## src/rtl/cdb_if.sv

```systemverilog
// Common data bus bundle: FU completion ports with back-pressure plus the registered broadcast.
// master = FU/ROB side, slave = the cdb arbiter.
interface cdb_if #(
  parameter int unsigned NUM_FU      = 4,
  parameter int unsigned XLEN        = 32,
  parameter int unsigned ROB_IDX_LEN = 5
);
  logic [NUM_FU-1:0]                  fu_valid;
  logic [NUM_FU-1:0][ROB_IDX_LEN-1:0] fu_entry_idx;
  logic [NUM_FU-1:0][XLEN-1:0]        fu_value;
  logic [NUM_FU-1:0]                  fu_mis_pred;
  logic [NUM_FU-1:0]                  fu_ready;
  logic                               cdb_valid;
  logic [ROB_IDX_LEN-1:0]             cdb_entry_idx;
  logic [XLEN-1:0]                    cdb_value;
  logic                               cdb_mis_pred;

  modport master (
    output fu_valid, fu_entry_idx, fu_value, fu_mis_pred,
    input  fu_ready, cdb_valid, cdb_entry_idx, cdb_value, cdb_mis_pred
  );

  modport slave (
    input  fu_valid, fu_entry_idx, fu_value, fu_mis_pred,
    output fu_ready, cdb_valid, cdb_entry_idx, cdb_value, cdb_mis_pred
  );
endinterface

```

## src/rtl/cdb.sv

```systemverilog
// Common data bus arbiter: one holding slot per FU, round-robin grant onto a registered broadcast.
// Define CDB_BYPASS_EN to let an empty slot's incoming completion compete in the same cycle.
module cdb #(
  parameter int unsigned NUM_FU      = 4,
  parameter int unsigned XLEN        = 32,
  parameter int unsigned ROB_IDX_LEN = 5
) (
  input logic  clock,
  input logic  reset,
  input logic  squash,
  cdb_if.slave bus
);
  localparam int unsigned PtrW = (NUM_FU > 1) ? $clog2(NUM_FU) : 1;
  localparam int unsigned SumW = PtrW + 1;
  localparam logic [PtrW-1:0] LastIdx = PtrW'(NUM_FU - 1);

  logic [NUM_FU-1:0]                  slot_valid_q, slot_valid_d;
  logic [NUM_FU-1:0][ROB_IDX_LEN-1:0] slot_idx_q, slot_idx_d;
  logic [NUM_FU-1:0][XLEN-1:0]        slot_value_q, slot_value_d;
  logic [NUM_FU-1:0]                  slot_mp_q, slot_mp_d;
  logic [PtrW-1:0]                    rr_ptr_q, rr_ptr_d;

  logic                   cdb_valid_q, cdb_valid_d;
  logic [ROB_IDX_LEN-1:0] cdb_idx_q, cdb_idx_d;
  logic [XLEN-1:0]        cdb_value_q, cdb_value_d;
  logic                   cdb_mp_q, cdb_mp_d;

  logic [NUM_FU-1:0] cand, grant, sure_grant, bypass_win, fu_ready, take;
  logic [PtrW-1:0]   grant_idx;
  logic              any_grant;

  logic [ROB_IDX_LEN-1:0] sel_idx;
  logic [XLEN-1:0]        sel_value;
  logic                   sel_mp;

`ifdef CDB_BYPASS_EN
  assign cand       = slot_valid_q | bus.fu_valid;
  assign bypass_win = grant & ~slot_valid_q;
  // Only an occupied slot at rr_ptr is known to win without looking at fu_valid.
  always_comb begin
    sure_grant           = '0;
    sure_grant[rr_ptr_q] = slot_valid_q[rr_ptr_q];
  end
`else
  assign cand       = slot_valid_q;
  assign bypass_win = '0;
  assign sure_grant = grant;
`endif

  always_comb begin
    logic [SumW-1:0] sum;
    logic [PtrW-1:0] j;
    grant     = '0;
    grant_idx = '0;
    any_grant = 1'b0;
    for (int unsigned k = 0; k < NUM_FU; k++) begin
      sum = {1'b0, rr_ptr_q} + SumW'(k);
      if (sum >= SumW'(NUM_FU)) sum = sum - SumW'(NUM_FU);
      j = sum[PtrW-1:0];
      if (!any_grant && !squash && cand[j]) begin
        grant[j]  = 1'b1;
        grant_idx = j;
        any_grant = 1'b1;
      end
    end
  end

  assign fu_ready = squash ? '1 : (~slot_valid_q | sure_grant);
  assign take     = bus.fu_valid & fu_ready & {NUM_FU{~squash}} & ~bypass_win;

  always_comb begin
    sel_idx   = '0;
    sel_value = '0;
    sel_mp    = 1'b0;
    for (int i = 0; i < NUM_FU; i++) begin
      if (grant[i]) begin
        if (slot_valid_q[i]) begin
          sel_idx   = slot_idx_q[i];
          sel_value = slot_value_q[i];
          sel_mp    = slot_mp_q[i];
        end else begin
          sel_idx   = bus.fu_entry_idx[i];
          sel_value = bus.fu_value[i];
          sel_mp    = bus.fu_mis_pred[i];
        end
      end
    end
  end

  always_comb begin
    slot_valid_d = slot_valid_q & ~grant;
    slot_idx_d   = slot_idx_q;
    slot_value_d = slot_value_q;
    slot_mp_d    = slot_mp_q;
    for (int i = 0; i < NUM_FU; i++) begin
      if (take[i]) begin
        slot_valid_d[i] = 1'b1;
        slot_idx_d[i]   = bus.fu_entry_idx[i];
        slot_value_d[i] = bus.fu_value[i];
        slot_mp_d[i]    = bus.fu_mis_pred[i];
      end
    end
    if (squash) slot_valid_d = '0;
  end

  always_comb begin
    rr_ptr_d = rr_ptr_q;
    if (any_grant) rr_ptr_d = (grant_idx == LastIdx) ? '0 : grant_idx + 1'b1;
  end

  // Data fields hold their last broadcast when nothing is granted.
  assign cdb_valid_d = any_grant;
  assign cdb_idx_d   = any_grant ? sel_idx : cdb_idx_q;
  assign cdb_value_d = any_grant ? sel_value : cdb_value_q;
  assign cdb_mp_d    = any_grant ? sel_mp : cdb_mp_q;

  always_ff @(posedge clock) begin
    if (reset) begin
      slot_valid_q <= '0;
      slot_idx_q   <= '0;
      slot_value_q <= '0;
      slot_mp_q    <= '0;
      rr_ptr_q     <= '0;
      cdb_valid_q  <= 1'b0;
      cdb_idx_q    <= '0;
      cdb_value_q  <= '0;
      cdb_mp_q     <= 1'b0;
    end else begin
      slot_valid_q <= slot_valid_d;
      slot_idx_q   <= slot_idx_d;
      slot_value_q <= slot_value_d;
      slot_mp_q    <= slot_mp_d;
      rr_ptr_q     <= rr_ptr_d;
      cdb_valid_q  <= cdb_valid_d;
      cdb_idx_q    <= cdb_idx_d;
      cdb_value_q  <= cdb_value_d;
      cdb_mp_q     <= cdb_mp_d;
    end
  end

  assign bus.fu_ready      = fu_ready;
  assign bus.cdb_valid     = cdb_valid_q;
  assign bus.cdb_entry_idx = cdb_idx_q;
  assign bus.cdb_value     = cdb_value_q;
  assign bus.cdb_mis_pred  = cdb_mp_q;
endmodule

```

## src/flat_wrapper.sv

```systemverilog
// flat-port wrapper written by rule: the top's interface ports become plain ports
module cdb_flat 
#(
  parameter int unsigned NUM_FU      = 4,
  parameter int unsigned XLEN        = 32,
  parameter int unsigned ROB_IDX_LEN = 5
)
  (clock, reset, squash, bus_fu_valid, bus_fu_entry_idx, bus_fu_value, bus_fu_mis_pred, bus_fu_ready, bus_cdb_valid, bus_cdb_entry_idx, bus_cdb_value, bus_cdb_mis_pred);
  cdb_if #(.NUM_FU(NUM_FU), .XLEN(XLEN), .ROB_IDX_LEN(ROB_IDX_LEN)) bus_i ();
  input logic clock;
  input logic reset;
  input logic squash;
  input wire logic [$bits(bus_i.fu_valid)-1:0] bus_fu_valid;
  input wire logic [$bits(bus_i.fu_entry_idx)-1:0] bus_fu_entry_idx;
  input wire logic [$bits(bus_i.fu_value)-1:0] bus_fu_value;
  input wire logic [$bits(bus_i.fu_mis_pred)-1:0] bus_fu_mis_pred;
  output wire logic [$bits(bus_i.fu_ready)-1:0] bus_fu_ready;
  output wire logic [$bits(bus_i.cdb_valid)-1:0] bus_cdb_valid;
  output wire logic [$bits(bus_i.cdb_entry_idx)-1:0] bus_cdb_entry_idx;
  output wire logic [$bits(bus_i.cdb_value)-1:0] bus_cdb_value;
  output wire logic [$bits(bus_i.cdb_mis_pred)-1:0] bus_cdb_mis_pred;
  assign bus_i.fu_valid = bus_fu_valid;
  assign bus_i.fu_entry_idx = bus_fu_entry_idx;
  assign bus_i.fu_value = bus_fu_value;
  assign bus_i.fu_mis_pred = bus_fu_mis_pred;
  assign bus_fu_ready = bus_i.fu_ready;
  assign bus_cdb_valid = bus_i.cdb_valid;
  assign bus_cdb_entry_idx = bus_i.cdb_entry_idx;
  assign bus_cdb_value = bus_i.cdb_value;
  assign bus_cdb_mis_pred = bus_i.cdb_mis_pred;
  cdb #(.NUM_FU(NUM_FU), .XLEN(XLEN), .ROB_IDX_LEN(ROB_IDX_LEN)) u_core (.clock(clock), .reset(reset), .squash(squash), .bus(bus_i));
endmodule
```

## config.mk

```make
export PLATFORM = sky130hd
export DESIGN_NAME = cdb_flat
export DESIGN_NICKNAME = d
export VERILOG_FILES = /design/src/rtl/cdb_if.sv /design/src/rtl/cdb.sv /design/src/flat_wrapper.sv
export SDC_FILE = /design/constraint.sdc
export NUM_CORES = 1
export LEC_CHECK = 0
export ABC_AREA = 1
export BUFFER_PORTS_ARGS = -buffer_cell sky130_fd_sc_hd__buf_2
export CAP_MARGIN = 5
export CORE_MARGIN = 2
export CORE_UTILIZATION = 51
export CTS_BUF_LIST = sky130_fd_sc_hd__clkbuf_8 sky130_fd_sc_hd__clkbuf_16
export CTS_CLUSTER_SIZE = 8
export DETAILED_ROUTE_END_ITERATION = 8
export PLACE_DENSITY_LB_ADDON = 0.08
export SETUP_SLACK_MARGIN = 0.3
export SYNTH_ARGS = -nofsm -noshare
export SYNTH_HDL_FRONTEND = slang
export SYNTH_SLANG_ARGS = --single-unit
```

## constraint.sdc

```tcl
create_clock -name clock -period 2.63 [get_ports clock]
set_clock_uncertainty 0.2 [all_clocks]
set_input_delay 0.1315 -clock clock [delete_from_list [all_inputs] [get_ports clock]]
set_output_delay 0.1315 -clock clock [all_outputs]
set_load 0.02 [all_outputs]
```

==> impl_metrics.csv <==
group,metric,value,unit
status,status,"completed",
synthesis,yosysWarningCount,0,
detailed_routing,drt_wl_total,40180,um
setup_path,end_kind,"flip-flop",
detailed_routing,wl_per_cell,19.34,um
timing,fin_crit_sh,97.49,%
cells_and_area,utilization,78.24,%
clock_tree,cts-root-buf,"clkbuf_16",
detailed_routing,vias_per_cell,5.596,
floorplanning,die_area,21620,um2
synthesis,syn_area,10440,um2
clock_tree,cts_inserted_buffers,17,
timing,worst_pin_slew,0.7047,ns
setup_path,cp_max_fo,17,
cells_and_area,n_antenna_cell,0,
timing,slew_viol_final,0,
placement,dp_hpwl,22050,um
timing,grt_setup_unrepaired,"true",
setup_path,r2r_setup_slack,0.07,ns
synthesis,postSynthCellCount,1422,
clock_tree,clk_latency,0.44,ns
clock_tree,clock-sinks,197,
setup_path,worstPathRequired,2.80,ns
timing,setup_tns,0,ns
timing,finalHoldViolCount,0,
setup_path,slowest_stage,"dfxtp_4",
grt,grt_max_degree,67,
setup_path,cp_slowest_stage_delay,0.37,ns
grt,antenna_found_initial,0,
pwr,pwr_density_cell,870.4,nW/um2
run,cap_viol_max_count,0,
detailed_routing,drt_iter0_drc,1143,
grt,grt_overflow_total,0,
setup_path,setup.worst_path.start,"u_core.rr_ptr_q[0]",
setup_path,criticalPathCategory,"flip-flop to flip-flop",
detailed_routing,drc_errors,0,
setup_path,critPathArrivalTime,2.74,ns
detailed_routing,antenna_left,0,
clock_tree,clk_pin_slew,0.08,ns
clock_tree,htreeDepth,4,
cells_and_area,fin_cells,2077,
timing,setup_violations,0,
synthesis,syn_area_per_cell,7.338,um2
placement,place_inst,1823,
setup_path,crit_chain,"inv_4 -> ha_4 -> nand3_2 -> nand2_2 -> nor2_4 -> nand2_4 -> buf_4 -> o22ai_2 -> a21oi_2 -> buf_4 -> nand2_4 -> buf_12 -> nor2_2 -> nand2_1 -> a21oi_1",
cells_and_area,drive_above_1_share,34.20,%
detailed_routing,drt-pass1-iter-count,6,
placement,io_buffers,201,
timing,hold_slack,0.09817,ns
grt,grt_pass1_wl,57220,um
synthesis,ys_types,30,
cells_and_area,final_common_cell,"nor2_1",
setup_path,start_kind,"flip-flop",
clock_tree,cts_tree,"done",
floorplanning,die_w,147.0,um
floorplanning,die_h,147.0,um
cells_and_area,finalNetCount,1959,
clock_tree,cts_buffer_depth,2,
cells_and_area,areaGrowthSynthToFinish,51.22,%
timing,max_freq,390.0,MHz
floorplanning,num_io_pins,202,
cells_and_area,final_cell_mix,"nor2_1, buf_2, dfxtp_1",
floorplanning,rows,52,
synthesis,ys_ff_latch,197,
synthesis,synth_fp_nets,1587,
placement,place_congestion,0.8769,
grt,grt_pass1_vias,10740,
worst_hold_path,hold_start,"squash",
cells_and_area,fillers,1406,
pwr,peakVddDrop,0.0005751,V
timing,slew_headroom,53.02,%
placement,pre_cts_ws,0.09008,ns
setup_path,r2r-start,"u_core.rr_ptr_q[0]",
worst_hold_path,hp-class,"primary input to flip-flop",
timing,finalCriticalPeriod,2.564,ns
timing,setup_slack,0.06599,ns
pwr,power.static_leakage,0.006979,uW
cells_and_area,multi_input_area,6385,um2
floorplanning,core_area,20170,um2
cells_and_area,regArea,3954,um2
detailed_routing,via_count,11620,
floorplanning,initial_core_util,51.74,%
synthesis,seq_area_frac_synth,37.79,%
grt,grtUsageTotal,33.41,%
## flip-flops by register name, indices dropped and copies added (netlist names)
register and flops:
u_core.rr_ptr_q 2, u_core.bus.cdb_mis_pred 1, u_core.bus.cdb_entry_idx 5, u_core.slot_idx_q 20, u_core.bus.cdb_value 32, u_core.cand 4, u_core.slot_mp_q 4, u_core.slot_value_q 128
u_core.bus.cdb_valid 1
## kinds of logic after synthesis
| family | Yosys count | share of synthesized area [%] |
|---|---|---|
| flip-flops | 197 | 37.79 |
| adder cells (fa/ha/maj) | 6 | 0.7194 |
| AND/OR/NAND/NOR | 568 | 22.30 |
| AO/OA/AOI/OAI | 330 | 15.92 |
| multiplexers | 145 | 15.28 |
| buffers and inverters | 176 | 7.986 |
## report_power, final
group	switching (uW)	leakage, uW	internal [uW]
sequential	251	0.00163	3400
clock	1280	0.000294	1420
combinational	4310	0.00506	3070
total	5840	0.00698	7900
## metrics by stage
| stage | power (uW) | area [um2] |
|---|---|---|
| after floorplan | 7173 | 10450 |
| after global placement | 8759 | 11700 |
| after detailed placement | 8812 | 11700 |
| after CTS | 12790 | 14780 |
| after global routing | 14350 | 15780 |
| final | 13740 | 15780 |
## synthesized netlist by cell type, drive strengths merged
| master | n | area share [%] |
|---|---|---|
| o22ai | 2 | 0.12 |
| ha | 6 | 0.72 |
| nand2 | 163 | 6.3 |
| inv | 68 | 2.4 |
| a21oi | 127 | 6.1 |
| mux2 | 114 | 12 |
| a31oi | 1 | 0.060 |
| nor2 | 341 | 12 |
| mux2i | 31 | 3.0 |
| dfxtp | 197 | 38 |
| or2 | 1 | 0.060 |
| clkbuf | 47 | 1.7 |
| o21ai | 199 | 9.5 |
| nand3 | 54 | 3.0 |
| buf | 61 | 3.8 |
| nand4 | 5 | 0.30 |
| nor3 | 4 | 0.19 |
| a211oi | 1 | 0.072 |
## what timing repair did
item,in CTS,in global routing
cloned,11,17
hold endpoints to repair,196,0
hold buffers,157,0
endpoints found under the setup margin,168,193
setup buffers,29,8
gates resized for setup,118,153
pin swaps,42,43
## path summary, 6_finish.rpt
check                            endpoint  cells after the start
hold / removal             u_core.cand[3]                      4
hold reg to reg     u_core.slot_idx_q[10]                      2
setup / recovery  u_core.bus.cdb_value[8]                     15
setup reg to reg  u_core.bus.cdb_value[8]                     15
## critical path: cells and delay by family, from the launching register on
| kind | cells | cell delay (ns) |
|---|---|---|
| DFF | 1 | 0.37 |
| buffers and inverters | 4 | 0.53 |
| AOI/OAI and AO/OA | 3 | 0.38 |
| and+or+nand+nor | 7 | 0.72 |
| adders and majority gates | 1 | 0.28 |
## routing by layer
layer  vias up  share of wire (%)  routed length, um  GRT usage, %
met4         0                4.2               1685         13.61
li1       5464                  -                  -             -
met1      5427                 40              16160         42.49
met5         -                  0                  0             0
met2       605                 47              18880         55.09
met3       126                8.6               3446         7.484
## final cells by class
class | instances | area share [%]
Inverter | 68 | 1.808
Clock inverter | 13 | 0.8484
Clock buffer | 19 | 2.942
Multi-Input combinational cell | 1050 | 40.46
Timing Repair Buffer | 460 | 26.74
Tap cell | 270 | 2.141
Sequential cell | 197 | 25.06
Power figures use the tool's default switching activity.
